**src/rtl/vga_pkg.sv**
```systemverilog
// Timing constants for the 640x480 display chain, shared with the timing generator.
package vga_pkg;

  localparam int H_ACTIVE = 640;
  localparam int V_ACTIVE = 480;
  localparam int LINE     = 799;
  localparam int SCREEN   = 524;
  localparam int WPL      = H_ACTIVE / 8;
  localparam int AW       = 16;

  typedef logic [AW-1:0] addr_t;

  // Word address of an 8-pixel column within the current line.
  function automatic addr_t fetch_addr(input addr_t base, input logic [6:0] col);
    return base + addr_t'(col);
  endfunction

endpackage

```
**src/rtl/fb_scan_arbiter_if.sv**
```systemverilog
// Host request/response bus into the framebuffer arbiter.
interface fb_scan_arbiter_if #(
  parameter int AW = 16
);

  logic          host_valid;
  logic          host_we;
  logic [AW-1:0] host_addr;
  logic [7:0]    host_wdata;
  logic          host_ready;
  logic          host_rvalid;
  logic [7:0]    host_rdata;

  modport master (
    output host_valid, host_we, host_addr, host_wdata,
    input  host_ready, host_rvalid, host_rdata
  );

  modport slave (
    input  host_valid, host_we, host_addr, host_wdata,
    output host_ready, host_rvalid, host_rdata
  );

endinterface

```
**src/rtl/pix_delay.sv**
```systemverilog
// Three-stage shift register aligning a timing signal with the pixel pipeline.
module pix_delay #(
  parameter logic RST_VAL = 1'b0
) (
  input  logic clk,
  input  logic rst,
  input  logic din,
  output logic dout
);

  logic [2:0] stage_reg;

  always_ff @(posedge clk) begin
    if (rst) begin
      stage_reg <= {3{RST_VAL}};
    end else begin
      stage_reg <= {stage_reg[1:0], din};
    end
  end

  assign dout = stage_reg[2];

endmodule

```
**src/rtl/fb_scan_arbiter.sv**
```systemverilog
// Shares a single-port 1bpp framebuffer RAM between scanout fetches and a host port;
// scanout always wins, the host gets every cycle without a fetch.
module fb_scan_arbiter
  import vga_pkg::*;
(
  input  logic            clk_pix,
  input  logic            rst_pix,
  input  logic [9:0]      sx,
  input  logic [9:0]      sy,
  input  logic            de_in,
  input  logic            hsync_in,
  input  logic            vsync_in,
  fb_scan_arbiter_if.slave host,
  output logic            mem_en,
  output logic            mem_we,
  output logic [AW-1:0]   mem_addr,
  output logic [7:0]      mem_wdata,
  input  logic [7:0]      mem_rdata,
  output logic            pix,
  output logic            de_out,
  output logic            hsync_out,
  output logic            vsync_out,
  output logic            frame_start
);

  localparam logic [2:0] SYNC_RST = 3'b110;

  logic          fetch;
  addr_t         line_base_reg;
  addr_t         line_base_next;
  logic          fetch_d1_reg;
  logic          rd_pend_reg;
  logic [7:0]    word_reg;
  logic [7:0]    rdata_hold_reg;
  logic [2:0]    p_d1_reg;
  logic [2:0]    p_d2_reg;
  logic          pix_raw_reg;
  logic [2:0]    sync_in;
  logic [2:0]    sync_out;

  assign fetch           = de_in && (sx[2:0] == 3'd0);
  assign host.host_ready = host.host_valid && !fetch;
  assign frame_start     = (sx == 10'(LINE)) && (sy == 10'(SCREEN));

  always_comb begin
    mem_en    = fetch || host.host_ready;
    mem_we    = 1'b0;
    mem_addr  = host.host_addr;
    mem_wdata = host.host_wdata;
    if (fetch) begin
      mem_addr = fetch_addr(line_base_reg, sx[9:3]);
    end else if (host.host_ready) begin
      mem_we = host.host_we;
    end
  end

  // line_base parks at V_ACTIVE*WPL through vertical blanking, then rewinds at frame end.
  always_comb begin
    line_base_next = line_base_reg;
    if (sx == 10'(LINE)) begin
      if (sy == 10'(SCREEN)) begin
        line_base_next = '0;
      end else if (sy < 10'(V_ACTIVE)) begin
        line_base_next = line_base_reg + addr_t'(WPL);
      end
    end
  end

  always_ff @(posedge clk_pix) begin
    if (rst_pix) begin
      line_base_reg  <= '0;
      fetch_d1_reg   <= 1'b0;
      rd_pend_reg    <= 1'b0;
      word_reg       <= '0;
      rdata_hold_reg <= '0;
      p_d1_reg       <= '0;
      p_d2_reg       <= '0;
      pix_raw_reg    <= 1'b0;
    end else begin
      line_base_reg <= line_base_next;
      fetch_d1_reg  <= fetch;
      rd_pend_reg   <= host.host_ready && !host.host_we;
      p_d1_reg      <= sx[2:0];
      p_d2_reg      <= p_d1_reg;
      pix_raw_reg   <= word_reg[3'd7 - p_d2_reg];
      if (fetch_d1_reg) begin
        word_reg <= mem_rdata;
      end
      if (rd_pend_reg) begin
        rdata_hold_reg <= mem_rdata;
      end
    end
  end

  assign host.host_rvalid = rd_pend_reg;
  assign host.host_rdata  = rd_pend_reg ? mem_rdata : rdata_hold_reg;

  // Blanking mask uses the same 3-cycle-delayed de that leaves the block, so pix and de_out stay aligned.
  assign pix = pix_raw_reg && de_out;

  assign sync_in = {vsync_in, hsync_in, de_in};

  for (genvar gi = 0; gi < 3; gi++) begin : g_sync_delay
    pix_delay #(
      .RST_VAL (SYNC_RST[gi])
    ) u_delay (
      .clk  (clk_pix),
      .rst  (rst_pix),
      .din  (sync_in[gi]),
      .dout (sync_out[gi])
    );
  end

  assign de_out    = sync_out[0];
  assign hsync_out = sync_out[1];
  assign vsync_out = sync_out[2];

endmodule

```
**src/flat_wrapper.sv**
```systemverilog
// flat-port wrapper written by rule: the top's interface ports become plain ports
module fb_scan_arbiter_flat import vga_pkg::*;
  (clk_pix, rst_pix, sx, sy, de_in, hsync_in, vsync_in, mem_en, mem_we, mem_addr, mem_wdata, mem_rdata, pix, de_out, hsync_out, vsync_out, frame_start, host_host_valid, host_host_we, host_host_addr, host_host_wdata, host_host_ready, host_host_rvalid, host_host_rdata);
  fb_scan_arbiter_if #(.AW(16)) host_i ();
  input  logic clk_pix;
  input  logic rst_pix;
  input  logic [9:0] sx;
  input  logic [9:0] sy;
  input  logic de_in;
  input  logic hsync_in;
  input  logic vsync_in;
  output logic mem_en;
  output logic mem_we;
  output logic [AW-1:0] mem_addr;
  output logic [7:0] mem_wdata;
  input  logic [7:0] mem_rdata;
  output logic pix;
  output logic de_out;
  output logic hsync_out;
  output logic vsync_out;
  output logic frame_start;
  input wire logic [$bits(host_i.host_valid)-1:0] host_host_valid;
  input wire logic [$bits(host_i.host_we)-1:0] host_host_we;
  input wire logic [$bits(host_i.host_addr)-1:0] host_host_addr;
  input wire logic [$bits(host_i.host_wdata)-1:0] host_host_wdata;
  output wire logic [$bits(host_i.host_ready)-1:0] host_host_ready;
  output wire logic [$bits(host_i.host_rvalid)-1:0] host_host_rvalid;
  output wire logic [$bits(host_i.host_rdata)-1:0] host_host_rdata;
  assign host_i.host_valid = host_host_valid;
  assign host_i.host_we = host_host_we;
  assign host_i.host_addr = host_host_addr;
  assign host_i.host_wdata = host_host_wdata;
  assign host_host_ready = host_i.host_ready;
  assign host_host_rvalid = host_i.host_rvalid;
  assign host_host_rdata = host_i.host_rdata;
  fb_scan_arbiter u_core (.clk_pix(clk_pix), .rst_pix(rst_pix), .sx(sx), .sy(sy), .de_in(de_in), .hsync_in(hsync_in), .vsync_in(vsync_in), .host(host_i), .mem_en(mem_en), .mem_we(mem_we), .mem_addr(mem_addr), .mem_wdata(mem_wdata), .mem_rdata(mem_rdata), .pix(pix), .de_out(de_out), .hsync_out(hsync_out), .vsync_out(vsync_out), .frame_start(frame_start));
endmodule
```
**config.mk**
```make
export PLATFORM = sky130hd
export DESIGN_NAME = fb_scan_arbiter_flat
export DESIGN_NICKNAME = d
export VERILOG_FILES = /design/src/rtl/vga_pkg.sv /design/src/rtl/fb_scan_arbiter_if.sv /design/src/rtl/pix_delay.sv /design/src/rtl/fb_scan_arbiter.sv /design/src/flat_wrapper.sv
export SDC_FILE = /design/constraint.sdc
export NUM_CORES = 1
export LEC_CHECK = 0
export BUFFER_PORTS_ARGS = -buffer_cell sky130_fd_sc_hd__buf_4
export CAP_MARGIN = 20
export CORE_ASPECT_RATIO = 1.75
export CORE_MARGIN = 3
export CORE_UTILIZATION = 50
export CTS_CLUSTER_DIAMETER = 80
export CTS_CLUSTER_SIZE = 8
export DETAILED_ROUTE_END_ITERATION = 8
export GPL_TIMING_DRIVEN = 1
export PLACE_DENSITY = 0.83
export SYNTH_ARGS = -nofsm -noshare
export SYNTH_HDL_FRONTEND = slang
export SYNTH_HIERARCHICAL = 1
export SYNTH_SLANG_ARGS = --single-unit
```
**constraint.sdc**
```tcl
create_clock -name clk_pix -period 2.85 [get_ports clk_pix]
set_input_delay 0.285 -clock clk_pix [delete_from_list [all_inputs] [get_ports clk_pix]]
set_output_delay 0.285 -clock clk_pix [all_outputs]
set_load 0.02 [all_outputs]
```
# Yosys cells after proc, flatten, opt, wreduce, memory -nomap -nowiden
# Index checks and enable logic that the tools add are counted.
# op_classes
addsub	3
magnitude_cmp	2
n_eq_ne	2
n_mux	8
n_reduce_logical	11
# ops
operator	count
two-way mux 16 bit	3
== test 10 bit, second input constant	2
adder 16 x 7 -> 16 bit	1
adder 16 x 7 -> 16 bit, second input constant	1
< comparator 10 x 9 -> 1 bit, second input constant	1
two-way mux 8 bit	1
logical AND 1 bit	5
< comparator 3 x 4 -> 1 bit, second input constant	1
binary-select mux 1 bit (select 3 bit)	1
zero test 3 bit	1
two-way mux 1 bit	3
subtractor 3 bit, first input constant	1
zero test 1 bit	2
AND reduction 2 bit	1
nonzero test 2 bit	1
logical OR 1 bit	1
# totals
regBits	50
in_bits	59
out_inout_bits	41
word_cells	37

# Depth between registers and ports, before layout
# logic_depth
depth_word	6
ltp_mapped	6
mapped_depth_nobuf	5

# Hierarchy
# Netlist, hierarchy kept.
# by_module_without_submodules
module	instances	cells_per_inst	area_each_um2	seq_area_each_um2
fb_scan_arbiter	1	245	2105.8	740.7
pix_delay	3	6	78.8	60.1

# Least setup slack after synthesis
# No wires, ideal clock.
# synth_path
path_kind	register to output
start	reg u_core.line_base_reg[5]
end	out mem_addr[7]
arrival_time_ns	1.814
required_ns	2.565
slack_ns	0.751
stages_incl_launch_ff	7
n_path_buf	1
cell_sequence	dfxtp_1 ha_1 a21o_1 a21oi_1 clkbuf_1 xnor2_1 o21ai_0
# synth_via
elab_chain_len	2
# synth_rtl
item	line	rtl
from (decl)	fb_scan_arbiter.sv:29	addr_t line_base_reg;
from (signal assigned)	fb_scan_arbiter.sv:80	line_base_reg <= line_base_next;
adder 16 x 7 -> 16 bit	vga_pkg.sv:15	return base + addr_t'(col);
two-way mux 16 bit	fb_scan_arbiter.sv:50	if (fetch) begin
to (decl)	flat_wrapper.sv:14	output logic [AW-1:0] mem_addr;
# No other way between the ends.

# Worst setup path in the final report
# layout_path
start	reg u_core.line_base_reg[8]
end	out mem_addr[15]
# The elaborated chain is that of the path after synthesis.

==> out/metrics.cfg <==
[outcome]
outcome = completed

[final_layout]
syn_to_final_growth_pct = 29.5
nNetsFinal = 396
largest_reg_flops = 12
fillers = 392
multi_input_area_um2 = 1310
register_area_um2 = 921
diodes = 0
drive_above_1_share_pct = 32.9

[clock_network]
tritoncts = done
cts_buffers = 5
cts_root_buf = clkbuf_8
htree_levels = 2
cts.sinks = 46
cts_buffer_depth = 2
clk_latency_ns = 0.29
holdBufCountCts = 0
postCtsSetupBuffers = 0
cts.clk_slew.worst_paths_ns = 0.08

[worst_setup_path]
cp.depth = 5
crit_arrival_ns = 2.26
start_kind = flop
crit_path_end_kind = primary output
cp.required_ns = 2.57
cp_max_fo = 8
slowest_stage = dfxtp_1
reg2reg_depth = 4
r2r_start = u_core/line_base_reg[8]$_SDFFE_PP0P_
crit_buf_inv = 1
crit_family = simple AND/OR/NAND/NOR gates
reg2reg_slack_ns = 0.81
reg2reg_to = u_core/line_base_reg[15]$_SDFFE_PP0P_
startpoint = u_core/line_base_reg[8]$_SDFFE_PP0P_
path_class = reg -> out
worstPathCellList = nand4_1 > or3_1 > or4_1 > nand3_1 > buf_4
crit_path_max_incr_delay_ns = 0.52

[synth]
synth.distinct_cells = 43
synthFlopType = dfxtp_1
ys_ff_latch = 46
synth-async-reset-ratio_pct = 0
synth_cells = 263
ys_seq_area_share_pct = 39.3
synth_nets = 326
synth_warnings = 6
synth_edf_count = 0
syn_area_um2 = 2340
syn_avg_cell_area_um2 = 8.91

[power_and_ir_drop]
p_per_area_nw_per_um2 = 416
p_seq_share_pct = 52.6
vdd_drop_max_v = 0.000376
clock_power_share_pct = 30.9
net-switching-power_mw = 0.324
p_leak_nw = 1.25
switching_share_pct = 25.7
p_int_mw = 0.938
power_frac_comb_pct = 16.4
finalPower_mw = 1.26

[floorplanning]
die-area_um2 = 5570
fp.dieW_um = 57.7
rows = 32
dieHeight_um = 96.5
io_pins = 100
initial_core_util_pct = 52.2
coreArea_um2 = 4480

[timing]
final-setup-viol-count = 0
worstMarginPinSlew_ns = 0.485
tns_ns = 0
hold_violations = 0
period_needed_ns = 2.54
drv_slew = 0
max_slew_margin_pct = 67.7
rsz0062_at_grt = false
skew_ns = 0.00428
period_share_pct = 89.2
fmax_mhz = 394

[placed_design]
io_buffers = 83
dp_hpwl_um = 4510
routabilityCongestion = 0.862

[routing]
drtIter0Drc = 93
wl_per_cell_um = 15.1
viasPerCell = 5.74
ant_nets = 0
drc = 0
num_vias = 2208
totalWireLength_um = 5830
drt-pass1-iter-count = 4

[worst_hold_path]
holdPathStages = 2
hp-class = in -> reg
min_to = u_core/host.host_rvalid$_SDFF_PP0_
hp-start = host_host_we

[job]
max_cap_violations = 0

[global_route]
grt_overflow = 0
grt_use_total_pct = 21.1
grt_max_degree = 38
grt_pass1_wl_um = 9040
first_global_vias = 2019
grt_antenna_before_repair = 0

-- timing repair --
item / CTS / global route
endpoints found under the hold margin: 0 / 0
gates resized for setup: 0 / 1
endpoints found under the setup margin: 0 / 1
-- cells in the final DEF, fill, tap and decap left out, drive strengths merged, types with 4 or more instances in the layout --
cell type  synthesis  routed
nor2b             17      17
xnor2              7       7
or3                4       4
a21oi             12      12
o211ai             4       4
or4               14      14
mux2               8       8
nand2             31      31
clkbuf            14       5
dfxtp             46      46
or2                7       7
nand3              4       4
mux2i              9       9
ha                 4       4
nor2              18      18
o21ai             10      10
o31ai              9       9
buf                9      86
-- cells by family (layout without fill, tap and decap cells) --
kind of cell	after synthesis	after routing	synth area share (%)
buf+inv	25	96	5.34
flops	46	46	39.3
mux	19	19	9.62
fa+ha+maj	4	4	2.14
xor+xnor	7	7	2.62
simple gates	116	116	28.0
compound gates	46	46	13.0
-- cell type report --
type | count | area share (%)
Clock buffer | 5 | 2.27
Clock inverter | 3 | 0.701
Inverter | 2 | 0.247
Multi-Input combinational cell | 192 | 43.1
Sequential cell | 46 | 30.4
Tap cell | 51 | 2.10
Timing Repair Buffer | 86 | 21.3
-- cell usage after synthesis, drive strengths merged, types with 3 or more instances --
cell	n	area, um^2
or3	4	25.0
mux2	8	90.1
mux2i	9	90.1
nand2	31	116
ha	4	50.1
nor2b	17	106
nand3	4	20.0
nor3b	3	22.5
nand4	3	18.8
o21ai	10	50.1
or4	14	105
o211ai	4	30.0
o31ai	9	67.6
nor4	3	18.8
a21oi	12	60.1
clkbuf	14	52.6
buf	9	65.1
dfxtp	46	921
xnor2	7	61.3
or2	7	43.8
nor2	18	67.6
-- stage by stage --
stage               util, %  hold WS (ns)  worst slack [ns]  cell area [um^2]  cells
floorplan                 -         0.357             0.751              2340    263
global placement       65.6         0.386             0.507              2940    377
detailed placement     65.6         0.390             0.423              2940    377
CTS                    67.6         0.148             0.160              3030    385
global route           67.7         0.145             0.216              3030    385
finish                 67.7         0.156             0.309              3030    385
-- power groups by stage --
stage          clock, mW  combinational, mW  sequential (mW)
6_report           0.390              0.207            0.664
5_1_grt            0.425              0.225            0.666
4_1_cts            0.406              0.209            0.665
3_5_place_dp           0              0.208            0.680
3_3_place_gp           0              0.204            0.679
2_1_floorplan          0              0.111            0.678
-- layer usage --
metal  GRT usage, %  share of wire, %  vias to the layer above  wire length [um]
li1               -                 -                     1082                 -
met1           21.7                35                     1040              2020
met2           40.8                58                       76              3390
met3           3.72               5.6                       10               324
met4           8.51               1.7                        0                97
met5              0                 0                        -                 0
-- how the worst max path moves through the flow --
| stage | endpoint | slack (ns) |
|---|---|---|
| finish | mem_addr[15] | 0.31 |
| global route | mem_addr[15] | 0.22 |
| CTS | mem_addr[11] | 0.16 |
| detailed placement | mem_addr[11] | 0.42 |
| global placement | mem_addr[11] | 0.51 |
| floorplan | mem_addr[7] | 0.75 |
Power figures use the tool's default switching activity.
